$ cat src/rtl/uart_tx_msg_builder.sv
// uart_tx_msg_builder: serializes one response request into a brace-delimited
// ASCII frame for the UART TX path. Optional macro: MSG_TX_ASCII_EN.
module uart_tx_msg_builder #(
  parameter int unsigned GAP_CYCLES = 0
) (
  input  logic        clk,
  input  logic        rst_n,
  input  logic        rsp_valid,
  output logic        rsp_ready,
  input  logic [1:0]  rsp_kind,
  input  logic [11:0] rsp_addr,
  input  logic [15:0] rsp_data,
  output logic [7:0]  tx_data,
  output logic        tx_valid,
  input  logic        tx_ready,
  output logic        busy,
  output logic        frame_done
);

  localparam logic [1:0] S_IDLE = 2'd0;
  localparam logic [1:0] S_SEND = 2'd1;
  localparam logic [1:0] S_GAP  = 2'd2;

  localparam logic [7:0] GAP_LOAD = 8'(GAP_CYCLES);

  localparam logic [7:0] C_LBR = 8'h7B;
  localparam logic [7:0] C_RBR = 8'h7D;
  localparam logic [7:0] C_COM = 8'h2C;
  localparam logic [7:0] C_R   = 8'h52;
  localparam logic [7:0] C_W   = 8'h57;
  localparam logic [7:0] C_E   = 8'h45;
  localparam logic [7:0] C_V   = 8'h56;

  logic [1:0]  state_q, state_d;
  logic [3:0]  idx_q, idx_d;
  logic [7:0]  gap_q, gap_d;
  logic [1:0]  kind_q, kind_d;
  logic [11:0] addr_q, addr_d;
  logic [15:0] data_q, data_d;
  logic [7:0]  tx_data_q, tx_data_d;
  logic        tx_valid_q, tx_valid_d;
  logic        done_q, done_d;

  logic [3:0]  last_idx;
  logic [3:0]  next_idx;
  logic        byte_hs;

  // Nibble encoding differs between ASCII-hex and raw builds.
  function automatic logic [7:0] nib(input logic [3:0] n);
`ifdef MSG_TX_ASCII_EN
    if (n < 4'd10) nib = 8'h30 + {4'h0, n};
    else           nib = 8'h37 + {4'h0, n};
`else
    nib = {4'h0, n};
`endif
  endfunction

  // Byte idx of the frame for a captured request.
  function automatic logic [7:0] frame_byte(
    input logic [3:0]  idx,
    input logic [1:0]  kind,
    input logic [11:0] addr,
    input logic [15:0] data
  );
    logic [11:0] a;
    logic [7:0]  op;
    a  = (kind == 2'd3) ? 12'hFFF : addr;
    op = (kind == 2'd1) ? C_W : C_E;
    frame_byte = C_RBR;
    if (kind == 2'd0) begin
      case (idx)
        4'd0:    frame_byte = C_LBR;
        4'd1:    frame_byte = C_R;
        4'd2:    frame_byte = nib(a[11:8]);
        4'd3:    frame_byte = nib(a[7:4]);
        4'd4:    frame_byte = nib(a[3:0]);
        4'd5:    frame_byte = C_COM;
        4'd6:    frame_byte = C_V;
        4'd7:    frame_byte = nib(4'h0);
        4'd8:    frame_byte = nib(data[15:12]);
        4'd9:    frame_byte = nib(data[11:8]);
        4'd10:   frame_byte = C_COM;
        4'd11:   frame_byte = C_V;
        4'd12:   frame_byte = nib(4'h0);
        4'd13:   frame_byte = nib(data[7:4]);
        4'd14:   frame_byte = nib(data[3:0]);
        default: frame_byte = C_RBR;
      endcase
    end else begin
      case (idx)
        4'd0:    frame_byte = C_LBR;
        4'd1:    frame_byte = op;
        4'd2:    frame_byte = nib(a[11:8]);
        4'd3:    frame_byte = nib(a[7:4]);
        4'd4:    frame_byte = nib(a[3:0]);
        default: frame_byte = C_RBR;
      endcase
    end
  endfunction

  assign last_idx = (kind_q == 2'd0) ? 4'd15 : 4'd5;
  assign next_idx = idx_q + 4'd1;
  assign byte_hs  = tx_valid_q && tx_ready;

  // Next-state logic: accept, walk the frame bytes, then optional gap.
  always_comb begin
    state_d    = state_q;
    idx_d      = idx_q;
    gap_d      = gap_q;
    kind_d     = kind_q;
    addr_d     = addr_q;
    data_d     = data_q;
    tx_data_d  = tx_data_q;
    tx_valid_d = tx_valid_q;
    done_d     = 1'b0;
    case (state_q)
      S_IDLE: begin
        if (rsp_valid) begin
          kind_d     = rsp_kind;
          addr_d     = rsp_addr;
          data_d     = rsp_data;
          idx_d      = 4'd0;
          tx_data_d  = C_LBR;
          tx_valid_d = 1'b1;
          state_d    = S_SEND;
        end
      end
      S_SEND: begin
        if (byte_hs) begin
          if (idx_q == last_idx) begin
            idx_d      = 4'd0;
            tx_valid_d = 1'b0;
            done_d     = 1'b1;
            if (GAP_CYCLES > 0) begin
              state_d = S_GAP;
              gap_d   = GAP_LOAD;
            end else begin
              state_d = S_IDLE;
            end
          end else begin
            idx_d     = next_idx;
            tx_data_d = frame_byte(next_idx, kind_q, addr_q, data_q);
          end
        end
      end
      S_GAP: begin
        if (gap_q <= 8'd1) begin
          gap_d   = 8'd0;
          state_d = S_IDLE;
        end else begin
          gap_d = gap_q - 8'd1;
        end
      end
      default: begin
        state_d    = S_IDLE;
        idx_d      = 4'd0;
        gap_d      = 8'd0;
        tx_valid_d = 1'b0;
      end
    endcase
  end

  // State and registered outputs; reset abandons any partial frame.
  always_ff @(posedge clk or negedge rst_n) begin
    if (!rst_n) begin
      state_q    <= S_IDLE;
      idx_q      <= 4'd0;
      gap_q      <= 8'd0;
      kind_q     <= 2'd0;
      addr_q     <= 12'd0;
      data_q     <= 16'd0;
      tx_data_q  <= 8'h00;
      tx_valid_q <= 1'b0;
      done_q     <= 1'b0;
    end else begin
      state_q    <= state_d;
      idx_q      <= idx_d;
      gap_q      <= gap_d;
      kind_q     <= kind_d;
      addr_q     <= addr_d;
      data_q     <= data_d;
      tx_data_q  <= tx_data_d;
      tx_valid_q <= tx_valid_d;
      done_q     <= done_d;
    end
  end

  assign rsp_ready  = (state_q == S_IDLE);
  assign busy       = (state_q != S_IDLE);
  assign tx_data    = tx_data_q;
  assign tx_valid   = tx_valid_q;
  assign frame_done = done_q;

endmodule
$ cat config.mk
export PLATFORM = sky130hd
export DESIGN_NAME = uart_tx_msg_builder
export DESIGN_NICKNAME = d
export VERILOG_FILES = /design/src/rtl/uart_tx_msg_builder.sv
export SDC_FILE = /design/constraint.sdc
export NUM_CORES = 1
export LEC_CHECK = 0
export CAP_MARGIN = 20
export CORE_MARGIN = 1
export CORE_UTILIZATION = 40
export DETAILED_ROUTE_END_ITERATION = 16
export PLACE_DENSITY = 0.77
export SLEW_MARGIN = 20
export SYNTH_ARGS = -nofsm -noshare
export SYNTH_HDL_FRONTEND = slang
export SYNTH_SLANG_ARGS = --single-unit
$ cat constraint.sdc
create_clock -name clk -period 2 [get_ports clk]
set_clock_uncertainty 0.1 [all_clocks]
set_input_delay 0.3 -clock clk [delete_from_list [all_inputs] [get_ports clk]]
set_output_delay 0.3 -clock clk [all_outputs]
set_load 0.02 [all_outputs]
==> results of run 1 <==
## what timing repair did
item	CTS	global route
hold buffers	1	0
setup buffers	7	5
gates cloned	0	0
gates resized for setup	34	10
hold endpoints to repair	19	0
pin swaps	17	13
setup endpoints to repair	7	7
## flip-flops by register name, indices dropped and copies added, names as in the netlist
register / flops
kind_q: 2
addr_q: 12
tx_data: 7
frame_done: 1
idx_q: 4
data_q: 16
tx_valid: 1
## cells by family after synthesis
family,synth area share [%]
AOI/OAI and AO/OA,20.02
and+or+nand+nor,23.99
adders and majority gates,2.547
muxes,1.885
buffers and inverters,5.552
xor gates and xnor gates,2.038
DFF,43.81
other,0.1527
## worst max-delay path: stages (launching register included)
cell      delay (ns)
dfrtp_2         0.53
ha_4            0.24
xor2_4          0.31
nand3b_1        0.26
o21bai_2        0.23
buf_4           0.15
o21bai_1        0.12
a31oi_1         0.11
## routing by layer
layer / vias to the layer above / wire length (um) / global-route usage (%)
met5: - / 0 / 0
met4: 0 / 185 / 8.393
met3: 21 / 421 / 4.773
met2: 110 / 3707 / 43.22
met1: 1181 / 3251 / 32.19
li1: 1172 / - / -
## placed cells by master (no fill, tap or decap), types with 2 or more instances in the layout
master and count:
a21oi_1 11, nand3_2 2, and2_1 2, inv_1 2, o21ai_0 13, dfrtp_2 3
o21ai_1 4, dfrtp_1 40, clkbuf_8 6, mux2_4 2, nand3b_1 3, mux2i_1 2
nand2_1 104, clkdlybuf4s50_1 43, a21oi_4 2, a21oi_2 2, a221oi_2 5, buf_4 53
a22o_1 2, a31oi_1 3, buf_6 4, nor2_2 2, nand3_1 6, o211ai_1 5
nor3_2 2, ha_4 5, nor3_1 2, buf_12 2, nor2_1 11, o211a_1 2
## through the flow
stage,setup TNS (ns),hold slack [ns],area [um^2],std cells
after floorplan,-0.06061,-0.09559,2500,291
after global placement,-0.6441,0.1729,3274,437
after detailed placement,-1.076,0.1836,3274,437
after CTS,-0.2499,0.3858,3598,453
after global routing,-1.490,0.4053,3679,458
final,-0.9510,0.3869,3679,458
## where the power goes
part	switching [W]	total [W]	internal [W]
clock network	0.000313	0.000596	0.000283
logic	0.00202	0.00404	0.00202
registers	0.000380	0.00165	0.00127
total	0.00271	0.00629	0.00357
## path summary, 6_finish.rpt
| kind | from | to | slack [ns] |
|---|---|---|---|
| worst max-delay path | idx_q[0]$_DFFE_PN0P_ | tx_data[1]$_DFFE_PN0P_ | -0.17 |
| worst min-delay path | rst_n | addr_q[5]$_DFFE_PN0P_ | 0.39 |
| worst max register to register | idx_q[0]$_DFFE_PN0P_ | tx_data[1]$_DFFE_PN0P_ | -0.17 |
| worst min register to register | data_q[8]$_DFFE_PN0P_ | data_q[8]$_DFFE_PN0P_ | 0.39 |
| max in group asynchronous | rst_n | idx_q[2]$_DFFE_PN0P_ | 0.75 |
| min in group clk | data_q[8]$_DFFE_PN0P_ | data_q[8]$_DFFE_PN0P_ | 0.39 |
## final cells by class
cell class	instances	share of cell area, %
multi-input cells	224	39.80
flip-flops and latches	43	29.35
repair buffers	104	25.24
well taps	75	2.551
clock buffers	7	2.347
inverters	4	0.4762
clock inverters	1	0.2381
==> metrics list, run 1 <==
- The clock passes through at most 2 buffers.
- Once detail routing completed, the nets flagged for antenna violations numbered 0.
* Io pins: 46
* Post-synth top cells: nand2_1, dfrtp_1, o21ai_0
- EDFF count, synth: 0
* Number of buffers created by CTS: 5
- Setup violations remaining at the end of the flow were counted as 7.
* Fin crit period: 2.172 ns
- Post-synth ARST share: 100.0%
- Entering global routing, the biggest net connects 23 pins.
- Library cell used as clock root buffer: clkbuf_8
* RSZ-0062 raised after global routing: yes
- Routability-driven placement finished with a final weighted congestion of a little under 0.9.
- Data on the critical path arrives at its endpoint at around 2.3 ns.
- Number of library cell types mapped by synthesis: between 50 and 60
* Post-synthesis register bit count: 43
- Across the run, the number of max-cap violations was 0.
- Post-layout power: 0.006288 W
- Later-pin clock latency in the skew report: roughly 0.3 ns
- The number of nets in the synthesized netlist is 330.
- Share of final-layout standard cells stronger than drive strength 1: between 20% and 30%
- The worst setup path is captured at a flip-flop.
* Violated checks: setup timing
- Most frequent cell after synthesis: nand2_1
- The filler cells instantiated in the layout total 476.
- The floorplan has 28 rows.
- The total overflow left after global routing is 0.
- The worst path uses 108.6% of the clock period.
- Fmax: 0.4603 GHz
- Height of the chip: 80.36 um
- Global routing used 25.41% of the available tracks across all layers.
- The die covers around 6500 um^2.
- Counting every instance in the synthesized netlist gives a little under 300.
- From synthesis to final layout, the design area changed by 49.77%.
- Share of Yosys cell area claimed by the top area cell type: roughly 44%
* WL per Instance: between 15 and 20 um
- During synthesis, Yosys emitted a total of 0 warnings.
- DRT Wirelength: between 7 and 8 mm
- TritonCTS built the clock tree.
- The number of cells on the worst reg-to-reg path is 7.
- The initial utilization of the core area, before any placement, comes to about two fifths.
* Static Leakage: roughly 1.7 nW
- The mapped netlist covers around 2500 um^2.
* Pre-CTS worst setup slack: -0.2088 ns
- The initial antenna violation count is 0.
* Maximum level of the CTS H-tree: 2
* Area of the core region: a little under 6000 um^2
- The worst setup path is launched from a flip-flop.
- In this run the horizontal extent of the chip is around 80 um.
- Utilization of the core after routing: between 60 and 70%
* Maximum fanout along the worst path: 8
- CTS Sinks: 43
* Global-route wire length before repair: 12.35 mm
- Sequential cell area: ~1100 um^2
- By area the synthesized netlist is led by dfrtp_1, nand2_1, o21ai_0.
* Peak supply drop: about 0.00076 V
* Cell accounting for the most synthesized area: dfrtp_1
- In the final layout, the multi-input gates occupy 1464 um^2.
- The repair_antennas step left the layout with diodes totalling 0.
- For this run, design rule violations remaining after detail routing come to 0.
- Number of detailed-route iterations in the first pass: 5
- CTS clk-pin slew, worst paths: approximately 0.09 ns
* Detailed router's first-iteration violation count: approximately 220
- The most used flip-flop cell after synthesis is dfrtp_1.
- Input/output buffers: 44
- Across all setup checks in the final design, the least slack found is -0.1725 ns.
* Average cell area after synthesis: around 8.4 um^2
- Placed wire-length estimate: between 5 and 6 mm
* Crit path required time: about 2.1 ns
- The hold violation count in the final report is 0.
- The via count of the first global-routing pass came to ~2.5k.
- Dividing the detail-routed via count by the number of cells gives approximately 5.4.
- The max-slew violation count is 0.
- Critical setup path kind: flip-flop to flip-flop
- After the last flow step, the layout net total stands at 421.
* Min-delay worst type: primary input to async pin
- Run status: finished with violations
* P per Cell Area: around 1700 nW/um^2
* Proportion of synthesized chip area in sequential cells: between 40% and 50%
* Routed vias: between 2k and 2.5k
No activity file was read; power rests on OpenSTA's default activity.
==> run 2: changes to the inputs <==
--- a/config.mk
+++ b/config.mk
@@ -5,7 +5,7 @@
 export SDC_FILE = /design/constraint.sdc
 export NUM_CORES = 1
 export LEC_CHECK = 0
-export CAP_MARGIN = 20
+export CAP_MARGIN = 15
 export CORE_MARGIN = 1
 export CORE_UTILIZATION = 40
 export DETAILED_ROUTE_END_ITERATION = 16
==> results of run 2 <==
Same layout as run 1: the final DEF is identical, and so are final timing and power.
